===== config.mk =====
export PLATFORM = sky130hd
export DESIGN_NAME = fetch_unit
export DESIGN_NICKNAME = d
export VERILOG_FILES = /design/src/rtl/fetch_pkg.sv /design/src/rtl/fetch_fifo.sv /design/src/rtl/fetch_unit.sv
export SDC_FILE = /design/constraint.sdc
export NUM_CORES = 1
export LEC_CHECK = 0
export ABC_AREA = 1
export CORE_MARGIN = 2
export CORE_UTILIZATION = 35
export DETAILED_ROUTE_END_ITERATION = 7
export PLACE_DENSITY = 0.7
export SLEW_MARGIN = 20
export SYNTH_ARGS = -nofsm -noshare
export SYNTH_HDL_FRONTEND = slang
export SYNTH_SLANG_ARGS = --single-unit

===== constraint.sdc =====
create_clock -name clk -period 9.4 [get_ports clk]
set_clock_uncertainty 0.1 [all_clocks]
set_input_delay 1.88 -clock clk [delete_from_list [all_inputs] [get_ports clk]]
set_output_delay 1.88 -clock clk [all_outputs]
set_load 0.05 [all_outputs]

===== src/rtl/fetch_pkg.sv =====
// Shared types and constants for the instruction-fetch stage.
//   fetch_entry_t : {pc, inst} pair at the default 32-bit width
//   fetch_state_t : RUN (normal) / DRAIN (stale responses still owed by memory)
//   PC_INC        : sequential PC step
//   RESET_PC_DEF / EXC_VECTOR_DEF : default reset PC and exception vector
package fetch_pkg;

    localparam int          FETCH_XLEN     = 32;
    localparam int          PC_INC         = 4;
    localparam logic [31:0] RESET_PC_DEF   = 32'hBFC0_0000;
    localparam logic [31:0] EXC_VECTOR_DEF = 32'h8000_0080;

    typedef struct packed {
        logic [FETCH_XLEN-1:0] pc;
        logic [FETCH_XLEN-1:0] inst;
    } fetch_entry_t;

    typedef enum logic {
        RUN   = 1'b0,
        DRAIN = 1'b1
    } fetch_state_t;

endpackage


===== src/rtl/fetch_fifo.sv =====
// Small synchronous FIFO used both as the fetch buffer and as the in-order
// PC tag queue of outstanding memory requests.
// Ports:
//   clk, rst_n        : clock, synchronous active-low reset
//   flush             : empties the FIFO (wins over push/pop)
//   push, push_data   : write one entry
//   pop               : drop the head entry
//   head              : current head entry (combinational read)
//   count             : number of valid entries (0..DEPTH)
module fetch_fifo #(
    parameter int WIDTH = 64,
    parameter int DEPTH = 2
) (
    input  logic                   clk,
    input  logic                   rst_n,
    input  logic                   flush,
    input  logic                   push,
    input  logic [WIDTH-1:0]       push_data,
    input  logic                   pop,
    output logic [WIDTH-1:0]       head,
    output logic [$clog2(DEPTH):0] count
);

    localparam int AW = $clog2(DEPTH);
    localparam int CW = AW + 1;

    logic [WIDTH-1:0] mem [DEPTH];
    logic [AW-1:0]    rd_ptr_reg;
    logic [AW-1:0]    wr_ptr_reg;
    logic [CW-1:0]    count_reg;
    logic             do_push;
    logic             do_pop;

    assign do_push = push && !flush && (count_reg != CW'(DEPTH));
    assign do_pop  = pop  && !flush && (count_reg != '0);

    // Storage carries no reset so it can map onto distributed RAM.
    always_ff @(posedge clk) begin
        if (do_push) begin
            mem[wr_ptr_reg] <= push_data;
        end
    end

    // DEPTH is a power of two, so the pointers wrap naturally.
    always_ff @(posedge clk) begin
        if (!rst_n || flush) begin
            rd_ptr_reg <= '0;
            wr_ptr_reg <= '0;
            count_reg  <= '0;
        end else begin
            if (do_push) begin
                wr_ptr_reg <= wr_ptr_reg + AW'(1);
            end
            if (do_pop) begin
                rd_ptr_reg <= rd_ptr_reg + AW'(1);
            end
            count_reg <= count_reg + CW'(do_push) - CW'(do_pop);
        end
    end

    assign head  = mem[rd_ptr_reg];
    assign count = count_reg;

endmodule


===== src/rtl/fetch_unit.sv =====
// Instruction-fetch stage: owns the PC, issues pipelined requests to
// instruction memory, buffers returned {pc, inst} pairs and hands them to
// decode over a valid/ready handshake. Redirects (except > br_taken > jmp)
// flush the buffer and turn every outstanding request into a kill that
// discards its response when it returns.
// Ports:
//   clk, rst_n                     : clock, synchronous active-low reset
//   br_taken/br_target             : taken branch pulse and target
//   jmp/jmp_target                 : jump pulse and target
//   except                         : exception pulse (goes to EXC_VECTOR)
//   imem_req/imem_addr/imem_gnt    : request channel (addr is the PC)
//   imem_rvalid/imem_rdata         : in-order response channel
//   if_valid/if_ready/if_pc/if_inst: decode handshake, FIFO head
//   if_addr_err                    : only with FETCH_ALIGN_CHK_EN defined;
//                                    one-cycle pulse after a misaligned
//                                    branch/jump target was replaced by
//                                    EXC_VECTOR
// Build option: FETCH_ALIGN_CHK_EN (undefined: targets have bits [1:0]
// forced to zero).
module fetch_unit
    import fetch_pkg::*;
#(
    parameter int              XLEN       = 32,
    parameter int              DEPTH      = 2,
    parameter logic [XLEN-1:0] RESET_PC   = RESET_PC_DEF,
    parameter logic [XLEN-1:0] EXC_VECTOR = EXC_VECTOR_DEF
) (
    input  logic            clk,
    input  logic            rst_n,
    input  logic            br_taken,
    input  logic [XLEN-1:0] br_target,
    input  logic            jmp,
    input  logic [XLEN-1:0] jmp_target,
    input  logic            except,
    output logic            imem_req,
    output logic [XLEN-1:0] imem_addr,
    input  logic            imem_gnt,
    input  logic            imem_rvalid,
    input  logic [XLEN-1:0] imem_rdata,
    output logic            if_valid,
    input  logic            if_ready,
    output logic [XLEN-1:0] if_pc,
`ifdef FETCH_ALIGN_CHK_EN
    output logic            if_addr_err,
`endif
    output logic [XLEN-1:0] if_inst
);

    localparam int CW = $clog2(DEPTH) + 1;

    typedef struct packed {
        logic [XLEN-1:0] pc;
        logic [XLEN-1:0] inst;
    } entry_t;

    logic [XLEN-1:0] pc_reg, pc_next;
    logic [CW-1:0]   kill_reg, kill_next;
    fetch_state_t    state_reg;

    logic [CW-1:0]   buf_count;
    logic [CW-1:0]   tag_count;
    entry_t          buf_head;
    entry_t          buf_push_data;
    logic [XLEN-1:0] tag_head;

    logic            redirect;
    logic            grant;
    logic            drop_rsp;
    logic            accept_rsp;
    logic            buf_pop;
    logic [XLEN-1:0] raw_target;
    logic [XLEN-1:0] redirect_pc;
    logic [CW:0]     occupancy;

    assign redirect   = except | br_taken | jmp;
    assign raw_target = br_taken ? br_target : jmp_target;

`ifdef FETCH_ALIGN_CHK_EN
    logic misaligned;
    logic addr_err_reg;

    // A misaligned branch/jump is never fetched; it becomes an exception.
    assign misaligned  = !except && (br_taken || jmp) && (raw_target[1:0] != 2'b00);
    assign redirect_pc = (except || misaligned) ? EXC_VECTOR : raw_target;

    always_ff @(posedge clk) begin
        if (!rst_n) begin
            addr_err_reg <= 1'b0;
        end else begin
            addr_err_reg <= misaligned;
        end
    end

    assign if_addr_err = addr_err_reg;
`else
    assign redirect_pc = except ? EXC_VECTOR : (raw_target & ~XLEN'(3));
`endif

    assign drop_rsp   = (state_reg == DRAIN);
    assign accept_rsp = imem_rvalid && !drop_rsp && !redirect;
    assign if_valid   = (buf_count != '0);
    assign buf_pop    = if_valid && if_ready;

    // The tag queue holds exactly the live (non-killed) requests in flight,
    // so its count doubles as the inflight counter. An entry leaving the
    // buffer this cycle frees its slot, which keeps a 1/cycle stream going.
    assign occupancy = {1'b0, buf_count} + {1'b0, tag_count} + {1'b0, kill_reg}
                     - {{CW{1'b0}}, buf_pop};
    assign imem_req  = rst_n && !redirect && (occupancy < (CW+1)'(DEPTH));
    assign imem_addr = pc_reg;
    assign grant     = imem_req && imem_gnt;

    assign buf_push_data = '{pc: tag_head, inst: imem_rdata};

    fetch_fifo #(.WIDTH(XLEN), .DEPTH(DEPTH)) u_tag_q (
        .clk       (clk),
        .rst_n     (rst_n),
        .flush     (redirect),
        .push      (grant),
        .push_data (pc_reg),
        .pop       (accept_rsp),
        .head      (tag_head),
        .count     (tag_count)
    );

    fetch_fifo #(.WIDTH(2*XLEN), .DEPTH(DEPTH)) u_buf (
        .clk       (clk),
        .rst_n     (rst_n),
        .flush     (redirect),
        .push      (accept_rsp),
        .push_data (buf_push_data),
        .pop       (buf_pop),
        .head      (buf_head),
        .count     (buf_count)
    );

    assign if_pc   = if_valid ? buf_head.pc   : '0;
    assign if_inst = if_valid ? buf_head.inst : '0;

    // On a redirect every live request becomes a kill; a response landing in
    // the same cycle already settles one of them.
    always_comb begin
        pc_next   = pc_reg;
        kill_next = kill_reg;
        if (redirect) begin
            pc_next   = redirect_pc;
            kill_next = kill_reg + tag_count + CW'(grant) - CW'(imem_rvalid);
        end else begin
            if (grant) begin
                pc_next = pc_reg + XLEN'(PC_INC);
            end
            if (imem_rvalid && drop_rsp) begin
                kill_next = kill_reg - CW'(1);
            end
        end
    end

    always_ff @(posedge clk) begin
        if (!rst_n) begin
            pc_reg    <= RESET_PC;
            kill_reg  <= '0;
            state_reg <= RUN;
        end else begin
            pc_reg    <= pc_next;
            kill_reg  <= kill_next;
            state_reg <= (kill_next != '0) ? DRAIN : RUN;
        end
    end

endmodule


# Word level (Yosys, flattened, before mapping)
# Memories as Yosys holds them, arrays and structs flattened. A register that Yosys moved wholly into a read port is not among the register bits.
# Cells that the tools add are included.
dict set report classes {
  add_sub_neg 16
  n_lt_le_gt_ge 1
  eq_ne 2
  muxes 17
  n_bitwise 2
  n_reduce_logical 22
}
# cell n
set ops {}
lappend ops {{$mux W32} 6}
lappend ops {{$add A32 B3 Y32 const B} 1}
lappend ops {{$logic_and A1 B1 Y1} 14}
lappend ops {{$mux W1} 9}
lappend ops {{$reduce_bool A2 Y1} 4}
lappend ops {{$add A2 B1 Y2} 3}
lappend ops {{$sub A2 B1 Y2} 3}
lappend ops {{$add A1 B1 Y1 const B} 4}
lappend ops {{$mux W2} 2}
lappend ops {{$ne A2 B2 Y1 const B} 2}
lappend ops {{$add A2 B2 Y3} 1}
lappend ops {{$add A3 B2 Y3} 1}
lappend ops {{$logic_not A1 Y1} 3}
lappend ops {{$lt A3 B2 Y1 const B} 1}
lappend ops {{$sub A3 B1 Y3} 1}
lappend ops {{$add A2 B2 Y2} 1}
lappend ops {{$or A1 B1 Y1} 2}
lappend ops {{$sub A2 B1 Y2 const B} 1}
lappend ops {{$logic_or A1 B1 Y1} 1}
dict set report totals {
  ff_bits 43
  ramBits 192
  inputBits 104
  out_inout_bits 98
  word_cells 71
  memories 2
}
# name depth width read_ports rd_clocked_by_memory_dff wr line
set mem_list {}
lappend mem_list {u_buf.mem 2 64 1 1 1 fetch_fifo.sv:27} ;# logic [WIDTH-1:0] mem [DEPTH];
lappend mem_list {u_tag_q.mem 2 32 1 1 1 fetch_fifo.sv:27}

# Longest topological paths before layout
# Gate-level depths: netlist of the first run.
dict set report logic_depth {
  ltp_word 11
  depth_mapped 20
  depth_no_buf 19
}

# Hierarchy
# A second synthesis of the first run with hierarchy kept.
dict set report hier_totals {
  cells_unflattened 1050
  hier_area_um2 11422.2
}
# mod instances cells_each area_per_inst_um2 seq_area_each_um2
set modules_own_cells {}
lappend modules_own_cells {{fetch_fifo at u_buf} 1 236 5173.7 3943.8}
lappend modules_own_cells {fetch_unit 1 677 3527.1 660.6}
lappend modules_own_cells {{fetch_fifo at u_tag_q} 1 137 2721.4 2021.9}

# Worst setup path before layout of the first run
# Ideal clock, no wire load.
dict set report synth_timing {
  path_type {input port to flip-flop}
  start {input if_ready}
  end {memory u_tag_q.mem[1][10] (netlist bit), enable pin}
  setup_time_ns 0.455
  arrival_ns 5.492
  t_required_ns 8.845
  path_slack_ns 3.353
  path_stages 11
  n_path_buf 1
  cell_sequence {inv_1 nor2_1 ha_1 inv_1 ha_1 a21o_1 ha_1 nor2_1 nand3_1 buf_2 nor3_1}
}
dict set report synth_between {
  elab_chain_cells 9
}
# element line
set synth_rtl {}
lappend synth_rtl {{start, declared} fetch_unit.sv:41} ;# input logic if_ready,
lappend synth_rtl {{$logic_and A1 B1 Y1} fetch_unit.sv:102} ;# assign buf_pop = if_valid && if_ready;
lappend synth_rtl {{$sub A3 B1 Y3} fetch_unit.sv:108} ;# - {{CW{1'b0}}, buf_pop};
lappend synth_rtl {{$lt A3 B2 Y1} fetch_unit.sv:109} ;# assign imem_req = rst_n && !redirect && (occupancy < (CW+1)'(DEPTH));
lappend synth_rtl {{$logic_and A1 B1 Y1} fetch_unit.sv:109}
lappend synth_rtl {{$logic_and A1 B1 Y1} fetch_unit.sv:111} ;# assign grant = imem_req && imem_gnt;
lappend synth_rtl {{$logic_and A1 B1 Y1 (2 in a row)} fetch_fifo.sv:34} ;# assign do_push = push && !flush && (count_reg != CW'(DEPTH));
lappend synth_rtl {{$mux W1} fetch_fifo.sv:39} ;# if (do_push) begin
lappend synth_rtl {{$mux W1 (not written as such)} fetch_fifo.sv:40} ;# mem[wr_ptr_reg] <= push_data;
lappend synth_rtl {{end, declared} fetch_fifo.sv:27}
# Every way passes these cells.

# Worst setup path after layout of the first run
dict set report layout_timing {
  start {input rst_n}
  end {output imem_req}
}
dict set report layout_between {
  elab_chain_cells 2
}
# element line
set layout_rtl {}
lappend layout_rtl {{start, declared} fetch_unit.sv:29} ;# input logic rst_n,
lappend layout_rtl {{$logic_and A1 B1 Y1 (2 in a row)} fetch_unit.sv:109}
lappend layout_rtl {{end, declared} fetch_unit.sv:35} ;# output logic imem_req,
# Every way passes these cells.

==> impl_metrics.prom, run 1 <==
# TYPE chip_impl_metric gauge
chip_impl_info{name="worst_r2r_start",value="u_buf.count[1]$_SDFF_PP0_"} 1
chip_impl_metric{name="timing_max_transition_violations_final",unit=""} 0
chip_impl_metric{name="seqPwrFrac",unit="%"} 49.6
chip_impl_metric{name="vias_in_the_first_global_route",unit=""} 7018
chip_impl_metric{name="die_area",unit="um^2"} 30400
chip_impl_metric{name="htree_levels",unit=""} 1
chip_impl_metric{name="arrival_time_worst_endpoint",unit="ps"} 4920
chip_impl_metric{name="final-hold-violation-count",unit=""} 0
chip_impl_metric{name="flip_flop_count_of_the_largest_register_after_layout",unit=""} 124
chip_impl_metric{name="ys_seq_area_share",unit="%"} 62.88
chip_impl_metric{name="route.detailed.vias_per_inst",unit=""} 4.695
chip_impl_metric{name="row_count",unit=""} 62
chip_impl_metric{name="placed_cells",unit=""} 1560
chip_impl_info{name="end_of_the_worst_hold_path",value="u_buf.wr_ptr_reg$_SDFFE_PP0P_"} 1
chip_impl_info{name="status",value="complete, no violations"} 1
chip_impl_metric{name="power.net_switching",unit="W"} 0.0004987
chip_impl_metric{name="synth_enable_flop_cells",unit=""} 184
chip_impl_metric{name="clock_pin_slew_on_the_worst_setup_and_hold_paths",unit="ps"} 60
chip_impl_metric{name="cap_violations",unit=""} 0
chip_impl_info{name="clock_tree_from_tritoncts",value="yes"} 1
chip_impl_metric{name="yosys_warnings",unit=""} 0
chip_impl_metric{name="grt_max_degree",unit=""} 65
chip_impl_metric{name="synth_cell_type_count",unit=""} 39
chip_impl_metric{name="finish.net_count",unit=""} 1318
chip_impl_info{name="crit_path_cell_trace",value="clkdlybuf4s50_1 -> nand3_1 -> nor2_1 -> and2_1 -> clkdlybuf4s50_1"} 1
chip_impl_metric{name="maximum_operating_frequency",unit="MHz"} 144.9
chip_impl_metric{name="start_util",unit="%"} 35.48
chip_impl_metric{name="crit_path_max_incr_delay",unit="ps"} 1190
chip_impl_info{name="timing.critical_path.to_type",value="primary output"} 1
chip_impl_metric{name="hpwlAfterDp",unit="um"} 15850
chip_impl_info{name="hold_path_startpoint",value="u_buf.wr_ptr_reg$_SDFFE_PP0P_"} 1
chip_impl_metric{name="tritoncts.num_buffers",unit=""} 24
chip_impl_info{name="grt_setup_unrepaired",value="no"} 1
chip_impl_metric{name="synthArstFlopShare",unit="%"} 0
chip_impl_metric{name="p_int",unit="W"} 0.001771
chip_impl_info{name="critPathLaunchType",value="input pin"} 1
chip_impl_metric{name="power.clock.fraction",unit="%"} 42.5
chip_impl_metric{name="cts-hold-fix-buffers",unit=""} 0
chip_impl_metric{name="postRouteAntennaNets",unit=""} 0
chip_impl_metric{name="top_level_ports",unit=""} 202
chip_impl_metric{name="drt-wirelength-per-cell",unit="um"} 14.71
chip_impl_metric{name="finalCritPeriodShare",unit="%"} 73.41
chip_impl_metric{name="groute.usage.overall",unit="%"} 15.19
chip_impl_metric{name="place.port_buffers",unit=""} 193
chip_impl_metric{name="netlist_area",unit="um^2"} 10160
chip_impl_info{name="crit_path_frequent_cell",value="sky130_fd_sc_hd__clkdlybuf4s50_1"} 1
chip_impl_info{name="setup.worst_path.class",value="input pin to primary output"} 1
chip_impl_metric{name="antenna_found_initial",unit=""} 0
chip_impl_info{name="r2r-end",value="drop_rsp$_SDFF_PN0_"} 1
chip_impl_metric{name="sw_frac_of_total",unit="%"} 21.97
chip_impl_metric{name="worstSkewPairLatency",unit="ps"} 510
chip_impl_metric{name="power_frac_comb",unit="%"} 8.0
chip_impl_info{name="class_of_the_worst_hold_path",value="register to register"} 1
chip_impl_info{name="slowest_cell_on_the_critical_path",value="sky130_fd_sc_hd__clkdlybuf4s50_1"} 1
chip_impl_metric{name="synth_cells",unit=""} 1019
chip_impl_metric{name="antenna_cells",unit=""} 0
chip_impl_metric{name="worst-slew-pin-transition",unit="ps"} 1090
chip_impl_metric{name="placed_area",unit="um^2"} 12450
chip_impl_metric{name="finished_cell_area",unit="um^2"} 13280
chip_impl_metric{name="finalCriticalPeriod",unit="ps"} 6900
chip_impl_metric{name="worstPathRequired",unit="ps"} 7420
chip_impl_metric{name="crit_fanout",unit=""} 30
chip_impl_metric{name="detailedRoute.firstIterationViolations",unit=""} 426
chip_impl_metric{name="die_h",unit="um"} 174.3
chip_impl_metric{name="globalRoute.totalOverflow",unit=""} 0
chip_impl_metric{name="first_pass_iters",unit=""} 5
chip_impl_info{name="clock_tree.root_cell",value="sky130_fd_sc_hd__clkbuf_16"} 1
chip_impl_metric{name="final_cell_count_no_fill",unit=""} 1604
chip_impl_metric{name="design.core.area",unit="um^2"} 28630
chip_impl_metric{name="die_w",unit="um"} 174.3
chip_impl_metric{name="power_density",unit="nW/um^2"} 171.0
chip_impl_metric{name="clockBufferDepth",unit=""} 3
chip_impl_metric{name="syn_to_final_growth",unit="%"} 30.73
chip_impl_info{name="synth-main-ff-cell",value="sky130_fd_sc_hd__edfxtp_1"} 1
chip_impl_metric{name="final-setup-viol-count",unit=""} 0
chip_impl_metric{name="cts_num_sinks",unit=""} 227
chip_impl_metric{name="cts_setup_buffers",unit=""} 0
chip_impl_metric{name="first_pass_grt_wire_length",unit="um"} 36940
chip_impl_metric{name="place.gp.congestion",unit=""} 0.8732
chip_impl_metric{name="max-slew-margin-rel",unit="%"} 27.08
chip_impl_metric{name="drt-total-wl",unit="um"} 23600
chip_impl_metric{name="route.detailed.drc",unit=""} 0
chip_impl_info{name="regMostFlops",value="u_buf.mem"} 1
chip_impl_metric{name="ctsResizeCount",unit=""} 0
chip_impl_metric{name="yosys_register_bits",unit=""} 227
chip_impl_metric{name="reg2reg_slack",unit="ps"} 5470
chip_impl_metric{name="power.leakage",unit="nW"} 4.782
chip_impl_metric{name="tns",unit="ps"} 0
chip_impl_metric{name="via_count",unit=""} 7530
chip_impl_metric{name="min_path_cells",unit=""} 2
chip_impl_metric{name="final_layout_size_suffix_gt1_share",unit="%"} 8.607
chip_impl_metric{name="ff2ff_path_depth",unit=""} 18
chip_impl_metric{name="vdd_ir_drop_max",unit="mV"} 0.1291
chip_impl_metric{name="worst_hold_slack",unit="ps"} 360.9
chip_impl_metric{name="syn-mean-instance-area",unit="um^2"} 9.967
[how the worst max path moves through the flow]
stage	startpoint	to	slack, ps	cells after the start
floorplan	if_ready	u_tag_q.mem[1][10]$_DFFE_PP_	3350	11
global placement	rst_n	imem_req	2560	5
detailed placement	rst_n	imem_req	2520	5
CTS	rst_n	imem_req	2530	5
global route	rst_n	imem_req	2350	5
finish	rst_n	imem_req	2500	5
[metal layers]
layer | global-route usage (%) | routed length [um]
met1 | 21.00 | 10510
met2 | 24.09 | 10660
met3 | 3.478 | 1985
met4 | 4.027 | 447
met5 | 0 | 0
[layout by cell type (no fill, tap or decap), types with 25 or more instances in the layout]
master / n
sky130_fd_sc_hd__mux2_2: 30
sky130_fd_sc_hd__clkdlybuf4s50_1: 193
sky130_fd_sc_hd__o21ai_0: 42
sky130_fd_sc_hd__nand2_1: 335
sky130_fd_sc_hd__a21oi_1: 95
sky130_fd_sc_hd__dfxtp_1: 42
sky130_fd_sc_hd__inv_1: 55
sky130_fd_sc_hd__edfxtp_1: 184
sky130_fd_sc_hd__nor2_1: 86
sky130_fd_sc_hd__clkbuf_16: 25
[cell type report]
class                           instances  area [um^2]
Clock inverter                         13        150.1
Sequential cell                       227         6387
Inverter                               59        224.0
Fill cell                            2585        15350
Tap cell                              384        480.5
Multi-Input combinational cell        689         3364
Timing Repair Buffer                  201         1992
Clock buffer                           31        678.2
[critical path: cells and delay by family]
family | cells | cell delay (ps)
buffers and inverters | 2 | 2000
and+or+nand+nor | 3 | 1040
[synthesized netlist by cell type (3+ instances only)]
master	n	area [um^2]
sky130_fd_sc_hd__buf_4	7	52.55
sky130_fd_sc_hd__nand3_1	22	110.1
sky130_fd_sc_hd__o211ai_1	6	45.04
sky130_fd_sc_hd__ha_1	10	125.1
sky130_fd_sc_hd__mux2_2	30	337.8
sky130_fd_sc_hd__nor2_1	88	330.3
sky130_fd_sc_hd__inv_1	56	210.2
sky130_fd_sc_hd__o21ai_0	42	210.2
sky130_fd_sc_hd__nor2_2	3	18.77
sky130_fd_sc_hd__a22oi_1	4	30.03
sky130_fd_sc_hd__nand2_1	335	1257
sky130_fd_sc_hd__or2_2	13	81.33
sky130_fd_sc_hd__nand3b_1	5	37.54
sky130_fd_sc_hd__dfxtp_1	43	860.8
sky130_fd_sc_hd__a21oi_1	95	475.5
sky130_fd_sc_hd__buf_1	8	30.03
sky130_fd_sc_hd__o21bai_1	3	22.52
sky130_fd_sc_hd__buf_2	9	45.04
sky130_fd_sc_hd__clkbuf_1	23	86.33
sky130_fd_sc_hd__edfxtp_1	184	5525
sky130_fd_sc_hd__xor2_1	7	61.31
[power groups by stage]
stage / logic (W) / clock network [W] / registers (W)
2_1_floorplan: 0.0000729 / 0 / 0.00117
3_3_place_gp: 0.000178 / 0 / 0.00115
3_5_place_dp: 0.000181 / 0 / 0.00115
4_1_cts: 0.000182 / 0.000991 / 0.00113
5_1_grt: 0.000197 / 0.00103 / 0.00113
6_report: 0.000181 / 0.000964 / 0.00113
[per-stage QoR]
stage	setup WS, ps	total power, W	utilization (%)
final	2500	0.002270	46.38
after global routing	2348	0.002358	46.38
after CTS	2531	0.002298	46.38
after detailed placement	2521	0.001327	43.48
after global placement	2560	0.001324	43.48
after floorplan	3353	0.001241	-
[kinds of logic after synthesis]
group / after synthesis / share of synthesized area [%]
AND/OR/NAND/NOR: 476 / 18.76
flip-flops: 227 / 62.88
AO/OA/AOI/OAI: 157 / 8.193
buffers and inverters: 106 / 4.300
multiplexers: 31 / 3.425
adder cells (fa/ha/maj): 12 / 1.626
XOR/XNOR: 9 / 0.7762
other: 1 / 0.03692
No activity file was read; power rests on OpenSTA's default activity.
==> run 2: changes to the inputs <==
--- a/config.mk
+++ b/config.mk
@@ -9,7 +9,7 @@
 export CORE_MARGIN = 2
 export CORE_UTILIZATION = 35
 export DETAILED_ROUTE_END_ITERATION = 7
-export PLACE_DENSITY = 0.7
+export PLACE_DENSITY = 0.72
 export SLEW_MARGIN = 20
 export SYNTH_ARGS = -nofsm -noshare
 export SYNTH_HDL_FRONTEND = slang
==> constraint.sdc (replaced) <==
create_clock -name clk -period 5.7 [get_ports clk]
set_clock_uncertainty 0.1 [all_clocks]
set_input_delay 1.14 -clock clk [delete_from_list [all_inputs] [get_ports clk]]
set_output_delay 1.14 -clock clk [all_outputs]
set_load 0.05 [all_outputs]
==> run 2 against run 1 <==
Count of clock-buffer cells in the layout is 3 lower. Final area is the same. Non-clock buffer count grew 3. Register-to-register slack got worse by 3400 ps. Hold slack better by 12 ps. Combinational power rose by 67%. Largest power group unchanged. Core utilization is the same. Critical path depth is 6 higher. Flip-flop and latch count did not move. Via count up 1.5%. Largest cell class unchanged.
==> impl_metrics.prom, run 2 (synthesis gave the netlist of run 1 again) <==
# TYPE chip_impl_metric gauge
chip_impl_metric{name="first_pass_iters",unit=""} 7
chip_impl_metric{name="finish.net_count",unit=""} 1322
chip_impl_metric{name="vias_in_the_first_global_route",unit=""} 7189
chip_impl_info{name="status",value="complete, no violations"} 1
chip_impl_metric{name="finalCritPeriodShare",unit="%"} 80.36
chip_impl_metric{name="vdd_ir_drop_max",unit="mV"} 0.1971
chip_impl_metric{name="crit_fanout",unit=""} 2
chip_impl_metric{name="clock_pin_slew_on_the_worst_setup_and_hold_paths",unit="ps"} 60
chip_impl_metric{name="antenna_cells",unit=""} 0
chip_impl_info{name="layout.cells.most_common_list",value="sky130_fd_sc_hd__nand2_1 (335), sky130_fd_sc_hd__clkdlybuf4s50_1 (192), sky130_fd_sc_hd__edfxtp_1 (184), sky130_fd_sc_hd__a21oi_1 (95), sky130_fd_sc_hd__nor2_1 (86)"} 1
chip_impl_info{name="r2r-end",value="drop_rsp$_SDFF_PN0_"} 1
chip_impl_metric{name="arrival_time_worst_endpoint",unit="ps"} 3340
chip_impl_metric{name="grt_max_degree",unit=""} 65
chip_impl_info{name="timing.critical_path.to_type",value="primary output"} 1
chip_impl_metric{name="worstPathRequired",unit="ps"} 4460
chip_impl_metric{name="htree_levels",unit=""} 1
chip_impl_metric{name="cts_num_sinks",unit=""} 227
chip_impl_metric{name="row_count",unit=""} 62
chip_impl_info{name="critPathLaunchType",value="input pin"} 1
chip_impl_metric{name="route.detailed.vias_per_inst",unit=""} 4.751
chip_impl_metric{name="ff2ff_path_depth",unit=""} 19
chip_impl_metric{name="final_layout_size_suffix_gt1_share",unit="%"} 9.061
chip_impl_metric{name="final_core_utilization",unit="%"} 46.38
chip_impl_metric{name="max-slew-margin-rel",unit="%"} 38.56
chip_impl_info{name="worst_r2r_start",value="u_buf.count[1]$_SDFF_PP0_"} 1
chip_impl_info{name="setup.worst_path.class",value="input pin to primary output"} 1
chip_impl_metric{name="cts-hold-fix-buffers",unit=""} 0
chip_impl_metric{name="cap_violations",unit=""} 0
chip_impl_metric{name="maximum_operating_frequency",unit="MHz"} 218.3
chip_impl_metric{name="first_pass_grt_wire_length",unit="um"} 37860
chip_impl_metric{name="place.port_buffers",unit=""} 193
chip_impl_info{name="layout.cells.most_common",value="sky130_fd_sc_hd__nand2_1"} 1
chip_impl_metric{name="hpwlAfterDp",unit="um"} 16340
chip_impl_metric{name="reg2reg_slack",unit="ps"} 2030
chip_impl_metric{name="tns",unit="ps"} 0
chip_impl_metric{name="via_count",unit=""} 7644
chip_impl_metric{name="p_int",unit="W"} 0.002850
chip_impl_metric{name="groute.usage.overall",unit="%"} 15.55
chip_impl_metric{name="place.gp.congestion",unit=""} 0.8803
chip_impl_metric{name="globalRoute.totalOverflow",unit=""} 0
chip_impl_info{name="regMostFlops",value="u_buf.mem"} 1
chip_impl_metric{name="drt-wirelength-per-cell",unit="um"} 15.02
chip_impl_metric{name="timing_max_transition_violations_final",unit=""} 0
chip_impl_metric{name="postRouteAntennaNets",unit=""} 0
chip_impl_metric{name="fill_cells",unit=""} 2593
chip_impl_info{name="end_of_the_worst_hold_path",value="u_buf.wr_ptr_reg$_SDFFE_PP0P_"} 1
chip_impl_metric{name="clockBufferDepth",unit=""} 3
chip_impl_metric{name="power.net_switching",unit="W"} 0.0008530
chip_impl_info{name="clock_tree.root_cell",value="sky130_fd_sc_hd__clkbuf_16"} 1
chip_impl_metric{name="final-hold-violation-count",unit=""} 0
chip_impl_metric{name="seqPwrFrac",unit="%"} 50.1
chip_impl_metric{name="die_area",unit="um^2"} 30400
chip_impl_metric{name="power_density",unit="nW/um^2"} 278.9
chip_impl_metric{name="min_path_cells",unit=""} 2
chip_impl_metric{name="design.core.area",unit="um^2"} 28630
chip_impl_metric{name="worst-slew-pin-transition",unit="ps"} 920.6
chip_impl_info{name="hold_path_startpoint",value="u_buf.wr_ptr_reg$_SDFFE_PP0P_"} 1
chip_impl_metric{name="worstSkewPairLatency",unit="ps"} 520
chip_impl_metric{name="cts_setup_buffers",unit=""} 0
chip_impl_metric{name="detailedRoute.firstIterationViolations",unit=""} 522
chip_impl_metric{name="final-setup-viol-count",unit=""} 0
chip_impl_metric{name="drt-total-wl",unit="um"} 24170
chip_impl_metric{name="tritoncts.num_buffers",unit=""} 25
chip_impl_metric{name="syn_to_final_growth",unit="%"} 30.73
chip_impl_metric{name="die_h",unit="um"} 174.3
chip_impl_metric{name="power.clock.fraction",unit="%"} 41.7
chip_impl_metric{name="ctsResizeCount",unit=""} 0
chip_impl_metric{name="sw_frac_of_total",unit="%"} 23.03
chip_impl_metric{name="power_frac_comb",unit="%"} 8.2
chip_impl_metric{name="power.leakage",unit="nW"} 4.799
chip_impl_info{name="class_of_the_worst_hold_path",value="register to register"} 1
chip_impl_info{name="clock_tree_from_tritoncts",value="yes"} 1
chip_impl_metric{name="route.detailed.drc",unit=""} 0
chip_impl_metric{name="start_util",unit="%"} 35.48
chip_impl_metric{name="top_level_ports",unit=""} 202
chip_impl_metric{name="antenna_found_initial",unit=""} 0
chip_impl_metric{name="finalCriticalPeriod",unit="ps"} 4580
chip_impl_info{name="grt_setup_unrepaired",value="no"} 1
chip_impl_metric{name="die_w",unit="um"} 174.3
chip_impl_metric{name="flip_flop_count_of_the_largest_register_after_layout",unit=""} 124
[run 2: cell types whose count changed in the layout (fill, tap and decap cells not counted), sizes merged]
cell and delta:
buf +4, bufinv -1, inv +4, clkbuf -3
clkinv +4, clkinvlp -2, clkdlybuf4s50 -1
[run 2: power by group through the flow]
stage / registers (W) / logic, W / clock network (W)
2_1_floorplan: 0.00193 / 0.000120 / 0
3_3_place_gp: 0.00189 / 0.000296 / 0
3_5_place_dp: 0.00189 / 0.000301 / 0
4_1_cts: 0.00186 / 0.000303 / 0.00158
5_1_grt: 0.00186 / 0.000330 / 0.00166
6_report: 0.00186 / 0.000302 / 0.00155
[run 2: final cells by class]
class                   count  area [um^2]  area share, %
flip-flops and latches    227         6387          48.11
multi-input cells         689         3364          25.34
repair buffers            204         2024          15.25
clock buffers              28        636.9          4.797
well taps                 384        480.5          3.619
inverters                  59        224.0          1.687
clock inverters            18        158.9          1.197
[run 2: worst max-delay path, cell delays in order]
cell and delay [ps]:
sky130_fd_sc_hd__clkdlybuf4s50_1 450, sky130_fd_sc_hd__inv_1 60, sky130_fd_sc_hd__nor2_1 190, sky130_fd_sc_hd__ha_1 270, sky130_fd_sc_hd__inv_1 60, sky130_fd_sc_hd__ha_1 220, sky130_fd_sc_hd__a21o_1 180, sky130_fd_sc_hd__ha_1 260
sky130_fd_sc_hd__nor2_1 130, sky130_fd_sc_hd__and2_1 170, sky130_fd_sc_hd__buf_4 200
[run 2: worst max path at each step]
stage	from	end	slack [ps]	depth (start not counted)
final	if_ready	imem_req	1120	11
after global routing	if_ready	imem_req	980	12
after CTS	if_ready	imem_req	1080	11
after detailed placement	if_ready	drop_rsp$_SDFF_PN0_	860	20
after global placement	if_ready	drop_rsp$_SDFF_PN0_	990	20
after floorplan	if_ready	u_tag_q.mem[1][10]$_DFFE_PP_	390	11
[run 2: through the flow]
stage	power (W)	instance area, um^2	setup WS, ps	instances	hold WS [ps]
floorplan	0.002047	10170	392.8	1022	339.4
global placement	0.002185	12480	988.7	1563	347.3
detailed placement	0.002192	12480	855.1	1563	362.8
CTS	0.003742	13280	1082	1609	371.6
global route	0.003849	13280	977.9	1609	389.9
finish	0.003703	13280	1120	1609	372.7
[run 2: layer usage]
metal  vias to the layer above  GRT usage (%)  part of all wire, %
li1                       3797              -                    -
met1                      3504          21.52                   45
met2                       296          24.55                   45
met3                        47          3.631                  8.1
met4                         0          4.202                  2.4
met5                         -              0                    0
